## config.mk

```make
export PLATFORM = sky130hd
export DESIGN_NAME = apb_slave_regs
export DESIGN_NICKNAME = d
export VERILOG_FILES = /design/src/rtl/apb_pkg.sv /design/src/rtl/apb_regfile.sv /design/src/rtl/apb_slave_regs.sv
export SDC_FILE = /design/constraint.sdc
export NUM_CORES = 1
export LEC_CHECK = 0
export BUFFER_PORTS_ARGS = -buffer_cell sky130_fd_sc_hd__buf_2
export CELL_PAD_IN_SITES_DETAIL_PLACEMENT = 0
export CELL_PAD_IN_SITES_GLOBAL_PLACEMENT = 1
export CORE_ASPECT_RATIO = 1.75
export CORE_MARGIN = 4
export CORE_UTILIZATION = 56
export CTS_CLUSTER_DIAMETER = 40
export DETAILED_ROUTE_END_ITERATION = 12
export PLACE_DENSITY = 0.84
export SYNTH_ARGS = -nofsm -noshare
export SYNTH_HDL_FRONTEND = slang
export SYNTH_SLANG_ARGS = --single-unit
```

## constraint.sdc

```tcl
create_clock -name clk -period 3.85 [get_ports clk]
set_input_delay 0.77 -clock clk [delete_from_list [all_inputs] [get_ports clk]]
set_output_delay 0.77 -clock clk [all_outputs]
set_load 0.1 [all_outputs]
```

## src/rtl/apb_pkg.sv

```systemverilog
// Shared APB completer definitions: FSM encoding, bus widths
// and bit positions of the individual error causes.
package apb_pkg;

    typedef enum logic [1:0] {
        ST_IDLE = 2'd0,
        ST_WAIT = 2'd1,
        ST_RESP = 2'd2
    } apb_state_e;

    localparam int APB_DATA_W = 32;
    localparam int APB_STRB_W = 4;

    localparam int ERR_MISALIGN = 0;
    localparam int ERR_RANGE    = 1;
    localparam int ERR_RDONLY   = 2;
    localparam int ERR_W        = 3;

endpackage

```

## src/rtl/apb_regfile.sv

```systemverilog
// Byte-strobed word array; word 0 is a constant ID, the rest
// are async-cleared flops with a combinational read port.
module apb_regfile
    import apb_pkg::*;
#(
    parameter int                    DEPTH    = 16,
    parameter int                    IDX_W    = 4,
    parameter logic [APB_DATA_W-1:0] ID_VALUE = 32'hA0B0_0001
) (
    input  logic                  clk,
    input  logic                  rst,
    input  logic                  we_i,
    input  logic [IDX_W-1:0]      widx_i,
    input  logic [APB_DATA_W-1:0] wdata_i,
    input  logic [APB_STRB_W-1:0] wstrb_i,
    input  logic [IDX_W-1:0]      ridx_i,
    output logic [APB_DATA_W-1:0] rdata_o
);

    logic [APB_DATA_W-1:0] words [DEPTH];

    assign words[0] = ID_VALUE;

    for (genvar i = 1; i < DEPTH; i++) begin : g_word
        logic [APB_DATA_W-1:0] word_q;

        always_ff @(posedge clk or negedge rst) begin
            if (!rst) begin
                word_q <= '0;
            end else if (we_i && widx_i == IDX_W'(i)) begin
                for (int b = 0; b < APB_STRB_W; b++) begin
                    if (wstrb_i[b]) begin
                        word_q[8*b +: 8] <= wdata_i[8*b +: 8];
                    end
                end
            end
        end

        assign words[i] = word_q;
    end

    assign rdata_o = (32'(ridx_i) < DEPTH) ? words[ridx_i] : '0;

endmodule

```

## src/rtl/apb_slave_regs.sv

```systemverilog
// APB completer: wait-state FSM, access decode and error check
// in front of the byte-strobed register array.
module apb_slave_regs
    import apb_pkg::*;
#(
    parameter int                    ADDR_WIDTH  = 8,
    parameter int                    DEPTH       = 16,
    parameter int                    WAIT_CYCLES = 1,
    parameter logic [APB_DATA_W-1:0] ID_VALUE    = 32'hA0B0_0001
) (
    input  logic                  clk,
    input  logic                  rst,
    input  logic                  psel,
    input  logic                  penable,
    input  logic                  pwrite,
    input  logic [ADDR_WIDTH-1:0] paddr,
    input  logic [APB_DATA_W-1:0] pwdata,
    input  logic [APB_STRB_W-1:0] pstrb,
    output logic [APB_DATA_W-1:0] prdata,
    output logic                  pready,
    output logic                  pslverr
);

    localparam int IDX_W = (DEPTH > 1) ? $clog2(DEPTH) : 1;

    apb_state_e            state_q, state_d;
    logic [3:0]            cnt_q, cnt_d;
    logic [ADDR_WIDTH-1:0] paddr_q;
    logic                  pwrite_q;
    logic [APB_DATA_W-1:0] pwdata_q;
    logic [APB_STRB_W-1:0] pstrb_q;
    logic [APB_DATA_W-1:0] prdata_q, prdata_d;
    logic                  pslverr_q, pslverr_d;

    logic                  latch;
    logic                  enter_resp;
    logic [ADDR_WIDTH-1:0] acc_addr;
    logic                  acc_write;
    logic [ADDR_WIDTH-3:0] word_idx;
    logic [ERR_W-1:0]      err_cause;
    logic                  rf_we;
    logic [APB_DATA_W-1:0] rf_rdata;

    // With zero wait states RESP is entered from IDLE, before the
    // access is latched, so decode from the live bus in that case.
    assign acc_addr  = (state_q == ST_IDLE) ? paddr : paddr_q;
    assign acc_write = (state_q == ST_IDLE) ? pwrite : pwrite_q;
    assign word_idx  = acc_addr[ADDR_WIDTH-1:2];

    assign err_cause[ERR_MISALIGN] = |acc_addr[1:0];
    assign err_cause[ERR_RANGE]    = 32'(word_idx) >= DEPTH;
    assign err_cause[ERR_RDONLY]   = acc_write && (word_idx == '0);

    assign rf_we = (state_q == ST_RESP) && pwrite_q && !pslverr_q;

    apb_regfile #(
        .DEPTH    (DEPTH),
        .IDX_W    (IDX_W),
        .ID_VALUE (ID_VALUE)
    ) u_regfile (
        .clk     (clk),
        .rst     (rst),
        .we_i    (rf_we),
        .widx_i  (paddr_q[IDX_W+1:2]),
        .wdata_i (pwdata_q),
        .wstrb_i (pstrb_q),
        .ridx_i  (word_idx[IDX_W-1:0]),
        .rdata_o (rf_rdata)
    );

    always_comb begin
        state_d    = state_q;
        cnt_d      = cnt_q;
        latch      = 1'b0;
        enter_resp = 1'b0;
        unique case (state_q)
            ST_IDLE: begin
                if (psel && !penable) begin
                    latch = 1'b1;
                    if (WAIT_CYCLES == 0) begin
                        state_d    = ST_RESP;
                        enter_resp = 1'b1;
                    end else begin
                        state_d = ST_WAIT;
                        cnt_d   = 4'(WAIT_CYCLES - 1);
                    end
                end
            end
            ST_WAIT: begin
                if (!(psel && penable)) begin
                    state_d = ST_IDLE;
                    cnt_d   = '0;
                end else if (cnt_q == '0) begin
                    state_d    = ST_RESP;
                    enter_resp = 1'b1;
                end else begin
                    cnt_d = cnt_q - 4'd1;
                end
            end
            ST_RESP: state_d = ST_IDLE;
            default: state_d = ST_IDLE;
        endcase
    end

    always_comb begin
        pslverr_d = pslverr_q;
        prdata_d  = prdata_q;
        if (enter_resp) begin
            pslverr_d = |err_cause;
            prdata_d  = (|err_cause || acc_write) ? '0 : rf_rdata;
        end else if (state_q == ST_RESP) begin
            pslverr_d = 1'b0;
            prdata_d  = '0;
        end
    end

    always_ff @(posedge clk or negedge rst) begin
        if (!rst) begin
            state_q   <= ST_IDLE;
            cnt_q     <= '0;
            paddr_q   <= '0;
            pwrite_q  <= 1'b0;
            pwdata_q  <= '0;
            pstrb_q   <= '0;
            prdata_q  <= '0;
            pslverr_q <= 1'b0;
        end else begin
            state_q   <= state_d;
            cnt_q     <= cnt_d;
            prdata_q  <= prdata_d;
            pslverr_q <= pslverr_d;
            if (latch) begin
                paddr_q  <= paddr;
                pwrite_q <= pwrite;
                pwdata_q <= pwdata;
                pstrb_q  <= pstrb;
            end
        end
    end

    assign pready  = (state_q == ST_RESP);
    assign prdata  = prdata_q;
    assign pslverr = pslverr_q;

endmodule
```

==> results of run 1 <==
-- layout make-up --
type	instances	area [sq um]	area share, %
Sequential cell	564	14100	49.7
Multi-Input combinational cell	1217	10800	38.1
Clock buffer	72	1500	5.28
Timing Repair Buffer	129	861	3.03
Tap cell	577	722	2.54
Clock inverter	26	362	1.27
Inverter	5	18.8	0.0661
-- power groups by stage --
stage	clock (mW)	sequential, mW	combinational (mW)
final	5.56	6.57	1.30
after global routing	5.90	6.62	1.40
after CTS	5.66	6.57	1.31
after detailed placement	0	6.68	1.31
after global placement	0	6.66	1.28
after floorplan	0	6.42	0.953
-- kinds of logic after synthesis --
kind of cell	synth area share (%)
buffers and inverters	2.37
and+or+nand+nor	5.68
muxes	29.9
adders and majority gates	0.0492
DFF	55.5
AOI/OAI and AO/OA	6.53
-- flip-flops by register name, summed over array words and instances (netlist names) --
name / flops
cnt_q: 4
paddr_q: 8
prdata: 32
pslverr: 1
pstrb_q: 4
pwdata_q: 32
pwrite_q: 1
state_q: 2
u_regfile.g_word.word_q: 480
-- cells in the mapped netlist, drive strengths merged, types with 2 or more instances --
cell	number	area, sq um
mux2	527	5930
buf	50	348
mux4	29	672
a221oi	3	26.3
nand2b	4	25.0
nor4b	6	52.6
and3	2	12.5
o21ai	25	129
o221ai	6	52.6
a32o	3	30.0
o41ai	22	350
or3b	2	20.0
clkbuf	63	236
nor4	2	12.5
inv	5	18.8
or4	4	30.0
nor2b	3	18.8
o2111ai	2	17.5
dfrtp	564	14100
a31oi	3	18.8
and2	2	12.5
nor3	4	25.0
a32oi	22	193
a22oi	28	210
nand2	242	941
nand3	5	25.0
or2	2	12.5
a21oi	82	410
nor3b	2	15.0
a211oi	21	158
nor2	49	194
o22ai	3	18.8
o31ai	2	15.0
mux2i	100	1000
-- through the flow --
step | area, sq um | util (%) | hold WS, ns | std cells
3_3_place_gp | 26500 | 58.8 | 0.466 | 2492
3_5_place_dp | 26500 | 58.8 | 0.462 | 2492
6_report | 28400 | 62.9 | 0.130 | 2590
2_1_floorplan | 25400 | - | 0.464 | 1899
4_1_cts | 28400 | 62.9 | 0.138 | 2590
5_1_grt | 28400 | 62.9 | 0.151 | 2590
-- worst reg2reg max path: cells and delay by family, from the launching register on --
| kind | cells | cell delay [ns] |
|---|---|---|
| buf+inv | 1 | 0.40 |
| mux | 1 | 0.45 |
| flops | 1 | 0.48 |
| compound gates | 3 | 0.51 |
| simple gates | 2 | 1.04 |
-- worst paths after layout --
kind,slack (ns),to,cells after the start,start
min,0.13,u_regfile.g_word[3].word_q[8]$_DFFE_PN0P_,1,rst
max reg2reg,0.85,prdata[4]$_DFFE_PN0P_,7,state_q[1]$_DFFE_PN0P_
min reg2reg,0.48,prdata[9]$_DFFE_PN0P_,2,prdata[9]$_DFFE_PN0P_
min in group clk,0.41,pwdata_q[0]$_DFFE_PN0P_,2,pwdata[0]
max,0.85,prdata[4]$_DFFE_PN0P_,7,state_q[1]$_DFFE_PN0P_
max in group asynchronous,2.67,u_regfile.g_word[7].word_q[26]$_DFFE_PN0P_,2,rst
-- routing by layer --
layer	part of all wire, %	vias to the layer above	GRT usage [%]
met5	0	-	0
met1	37	8540	32.1
met3	4.7	166	3.68
met4	5.7	0	12.8
li1	-	7050	-
met2	53	474	47.8
==> flow_summary_export.csv, run 1 <==
group,metric,value,unit
outcome,outcome,"finished, final reports clean",
logic_synthesis,async_reset_ff_share,100,%
global_routing,grt_max_degree,112,
critical_path,end_kind,"register",
logic_synthesis,synth_warnings,0,
drt,firstDrtPassIters,5,
critical_path,slowest_stage,"nor2_2",
sta,fin_skew,0.0107,ns
power_and_ir_drop,switching_power,3.55,mW
clock_tree,clk_latency,0.58,ns
sta,fmax,333,MHz
logic_synthesis,yosysUniqueCellTypes,59,
layout,final_common_cell,"dfrtp_1",
clock_tree,htreeDepth,2,
critical_path,crit_fanout,13,
global_routing,antenna_found_initial,0,
placement,dpl.hpwl,44100,um
drt,route.vias.total,16200,
logic_synthesis,ys.flop_type,"dfrtp_1",
sta,setup_ws,0.851,ns
power_and_ir_drop,cellLeakagePower,14.0,nW
clock_tree,cts_resized,0,
critical_path,cp.required,4.31,ns
power_and_ir_drop,clockPowerShare,41.4,%
job,maxCapViolCount,0,
sta,setup_viol,0,
logic_synthesis,synth_edf_count,0,
min_path,hold_path.class,"in2async",
die,die_h,290,um
power_and_ir_drop,peakVddDrop,0.000473,V
layout,fin_nets,2019,
layout,layout.cells.most_common_list,"dfrtp_1 (564), mux2_2 (522), nand2_1 (229)",
placement,place_congestion,0.819,
power_and_ir_drop,totalPowerFinal,13.4,mW
sta,final-hold-violation-count,0,
critical_path,path_class,"reg2reg",
logic_synthesis,synth_nets,1949,
drt,vias_per_cell,6.27,
layout,drive_gt1_share,40.7,%
layout,n_antenna_cell,0,
power_and_ir_drop,p_per_area,473,mW/mm^2
die,dieArea,0.0490,sq mm
critical_path,path_cells,"nor2_4, mux2_2, nor2_2, buf_4, a22oi_1, a21oi_1, o41ai_2",
drt,drt-wirelength-per-cell,25.4,um
placement,port_buffers,82,
clock_tree,clock_sinks,564,
sta,tightest_slew,1.15,ns
clock_tree,cts_hold_buffers,0,
global_routing,grt_use_total,27.0,%
drt,wl,65900,um
die,die_w,169,um
layout,areaGrowthSynthToFinish,11.5,%
sta,relSlewSlack,23.2,%
critical_path,worstPathArrival,3.46,ns
sta,layout_min_cycle_time,3.00,ns
sta,rsz0062_at_grt,"no",
critical_path,crit_family,"simple AND/OR/NAND/NOR gates",
drt,final_antenna_net_count,0,
logic_synthesis,ys_seq_elements,564,
layout,num-fill-cells,3491,
sta,slew_viol_final,0,
die,rows,103,
power_and_ir_drop,intPower,9.88,mW
die,core,0.0451,sq mm
sta,period_share,77.9,%
clock_tree,cts_buffer_depth,3,
global_routing,grt_pass1_wl,102000,um
clock_tree,ctsRootBufferMaster,"clkbuf_16",
logic_synthesis,avgSynthCellArea,13.4,sq um
die,pin_count,83,
logic_synthesis,syn_inst,1899,
clock_tree,cts_tree,"built",
sta,fin_setup_tns,0,ns
critical_path,critPathLaunchType,"register",
placement,place_ws,0.826,ns
critical_path,crit_path_max_incr_delay,0.62,ns
clock_tree,cts.reportedPaths.clkPinSlew,0.06,ns
clock_tree,cts_buffers,52,
global_routing,overflow,0,
drt,drc,0,
logic_synthesis,synth_area,0.0254,sq mm
clock_tree,cts_post_setup_buffers_inserted,0,
power_and_ir_drop,switching_share,26.4,%
power_and_ir_drop,comb_power_share,9.7,%
die,start_util,56.4,%
critical_path,crit_buf_inv,1,
drt,drtIter0Drc,951,
logic_synthesis,seq_area_frac_synth,55.5,%
power_and_ir_drop,seq_power_share,48.9,%
global_routing,grt_pass1_vias,17300,
(Power assumes the default switching activity.)
==> run 2, diff against run 1 <==
- ABC_AREA: unset -> 1
- CORE_UTILIZATION: 56 -> 47
- PLACE_DENSITY: 0.84 -> 0.79
- clock period: 3.85 -> 2.81 ns (I/O delays scaled with it)
==> run 2 against run 1 <==
Routed wire length grew 20%. Total power rose by 58%. Flip-flop and latch count stayed put. Clock power increased by 53%. Worst hold slack better by 0.020 ns. Cell area is 3.7% higher. Largest cell class unchanged. Synthesized cell count up 75%. Critical path type unchanged. Global-route usage decreased by 0.27 points.
==> flow_summary_export.csv, run 2 <==
group,metric,value,unit
outcome,outcome,"finished, final reports clean",
power_and_ir_drop,cellLeakagePower,13.5,nW
drt,drtIter0Drc,2056,
layout,n_antenna_cell,0,
critical_path,rrSetupSlack,0.38,ns
min_path,hold_path.class,"in2reg",
die,core,0.0546,sq mm
layout,fin_nets,3381,
power_and_ir_drop,peakVddDrop,0.000511,V
logic_synthesis,synth.most_common_cell,"nand2_1",
logic_synthesis,yosysTopAreaCellShare,54.2,%
clock_tree,clock_sinks,564,
logic_synthesis,synth_edf_count,0,
global_routing,grt_pass1_wl,125000,um
sta,tightest_slew,0.870,ns
logic_synthesis,ys.flop_type,"dfrtp_1",
drt,route.vias.total,22200,
clock_tree,ctsRootBufferMaster,"clkbuf_16",
layout,top_register,"u_regfile.g_word.word_q",
layout,largest_register_ffs,480,
drt,final_antenna_net_count,0,
power_and_ir_drop,switching_power,6.69,mW
logic_synthesis,seq_area_frac_synth,54.2,%
clock_tree,clk_latency,0.62,ns
clock_tree,cts_post_setup_buffers_inserted,0,
layout,areaGrowthSynthToFinish,13.0,%
power_and_ir_drop,comb_power_share,19.3,%
sta,final-hold-violation-count,0,
sta,fmax,411,MHz
sta,fin_skew,0.0199,ns
logic_synthesis,synth_top_cell_by_area,"dfrtp_1",
global_routing,overflow,0,
power_and_ir_drop,clockPowerShare,40.1,%
die,start_util,47.7,%
sta,relSlewSlack,42.0,%
die,pin_count,83,
global_routing,antenna_found_initial,2,
global_routing,grt_max_degree,88,
layout,drive_gt1_share,9.86,%
logic_synthesis,avgSynthCellArea,7.86,sq um
placement,dpl.hpwl,50000,um
power_and_ir_drop,switching_share,31.6,%
sta,slew_viol_final,0,
power_and_ir_drop,seq_power_share,40.6,%
critical_path,worstPathArrival,2.89,ns
critical_path,end_kind,"register",
logic_synthesis,ys_seq_elements,564,
die,die_w,186,um
layout,final_common_cell,"nand2_1",
sta,hold_ws,0.150,ns
critical_path,path_class,"reg2reg",
drt,drc,0,
job,maxCapViolCount,0,
critical_path,r2r-start,"state_q[0]$_DFFE_PN0P_",
power_and_ir_drop,totalPowerFinal,21.2,mW
logic_synthesis,synthTopCellsByArea,"dfrtp_1 (54%), nand2_1 (18%), o21ai_0 (8.8%), nand3_1 (6.1%), inv_1 (3.5%)",
logic_synthesis,synth_nets,3365,
logic_synthesis,synth_warnings,0,
critical_path,crit_fanout,16,
sta,layout_min_cycle_time,2.43,ns
critical_path,critPathLaunchType,"register",
logic_synthesis,yosysUniqueCellTypes,27,
layout,fin_area,0.0294,sq mm
drt,vias_per_cell,5.45,
logic_synthesis,syn_inst,3315,
global_routing,grt_pass1_vias,21800,
drt,wl,78900,um
clock_tree,cts_buffer_depth,3,
drt,firstDrtPassIters,6,
logic_synthesis,synth_area,0.0260,sq mm
min_path,hold_start,"pwdata[18]",
logic_synthesis,async_reset_ff_share,100,%
logic_synthesis,netlist_top_cells_count,"nand2_1 (1222), dfrtp_1 (564), o21ai_0 (456), nand3_1 (319), inv_1 (244)",
critical_path,cp.required,3.27,ns
clock_tree,htreeDepth,2,
layout,layout.cells.most_common_list,"nand2_1 (1221), dfrtp_1 (564), o21ai_0 (456)",
sta,period_share,86.6,%
die,dieArea,0.0594,sq mm
sta,fin_setup_tns,0,ns
global_routing,grt_use_total,26.7,%
critical_path,startpoint,"state_q[0]$_DFFE_PN0P_",
power_and_ir_drop,p_per_area,720,mW/mm^2
sta,rsz0062_at_grt,"no",
die,die_h,319,um
placement,place_area,0.0273,sq mm
sta,setup_viol,0,
clock_tree,cts.reportedPaths.clkPinSlew,0.06,ns
placement,place_congestion,0.836,
clock_tree,cts_tree,"built",
power_and_ir_drop,intPower,14.5,mW
clock_tree,cts_buffers,59,
die,rows,113,
placement,port_buffers,82,
drt,drt-wirelength-per-cell,19.4,um
layout,final_util,53.9,%
-- run 2: cell type report --
type | instances | area [sq um]
tap | 690 | 863
fill | 5234 | 25100
timing repair buffer | 167 | 1270
clock inverter | 25 | 385
sequential | 564 | 14100
inverter | 251 | 942
multi-input combinational | 2288 | 10100
clock buffer | 83 | 1730
-- run 2: stage by stage --
step           cells  setup WS [ns]
4_1_cts         4068          0.433
6_report        4068          0.377
3_5_place_dp    3959          0.477
5_1_grt         4068          0.254
2_1_floorplan   3315          0.619
3_3_place_gp    3959          0.534
-- run 2: logic make-up (layout without fill, tap and decap cells) --
kind of cell             count (synthesis)  after routing  synth area share, %
buffers and inverters                  463            526                 7.22
XOR/XNOR                                 1              1               0.0336
AND/OR/NAND/NOR                       1729           1729                 27.8
flip-flops                             564            564                 54.2
adder cells (fa/ha/maj)                  1              1               0.0480
AO/OA/AOI/OAI                          557            557                 10.7
-- run 2: power groups by stage --
stage                     Combinational [mW]  Clock [mW]  Sequential, mW
after global routing                    4.49        8.97            8.63
final                                   4.09        8.50            8.61
after detailed placement                4.08           0            8.75
after CTS                               4.10        8.65            8.60
after floorplan                         2.38           0            8.89
after global placement                  4.05           0            8.74
-- run 2: path summary, 6_finish.rpt --
kind | end | depth (start not counted)
min in group asynchronous | u_regfile.g_word[11].word_q[5]$_DFFE_PN0P_ | 2
max in group asynchronous | u_regfile.g_word[4].word_q[24]$_DFFE_PN0P_ | 3
worst max register to register | u_regfile.g_word[14].word_q[11]$_DFFE_PN0P_ | 8
worst min register to register | paddr_q[0]$_DFFE_PN0P_ | 2
worst max-delay path | u_regfile.g_word[14].word_q[11]$_DFFE_PN0P_ | 8
worst min-delay path | pwdata_q[18]$_DFFE_PN0P_ | 3
-- run 2: routing by layer --
metal | GRT usage [%] | routed length (um)
met1 | 35.5 | 32800
met2 | 45.3 | 39000
met3 | 3.54 | 4350
met4 | 8.60 | 2690
met5 | 0 | 26
-- run 2: timing repair --
| item | 4_1_cts | 5_1_grt |
|---|---|---|
| gates resized for setup | 0 | 0 |
| hold buffers | 1 | 0 |
| hold endpoints to repair | 46 | 0 |
-- run 2: worst max-delay path, cell delays in order (launching register included) --
cell	delay (ns)
dfrtp_1	0.47
nor2_4	0.20
nand2_2	0.11
nor2_4	0.13
nand3_1	0.12
nor2_1	0.47
nand2_1	0.49
nand2_1	0.17
o21ai_0	0.10
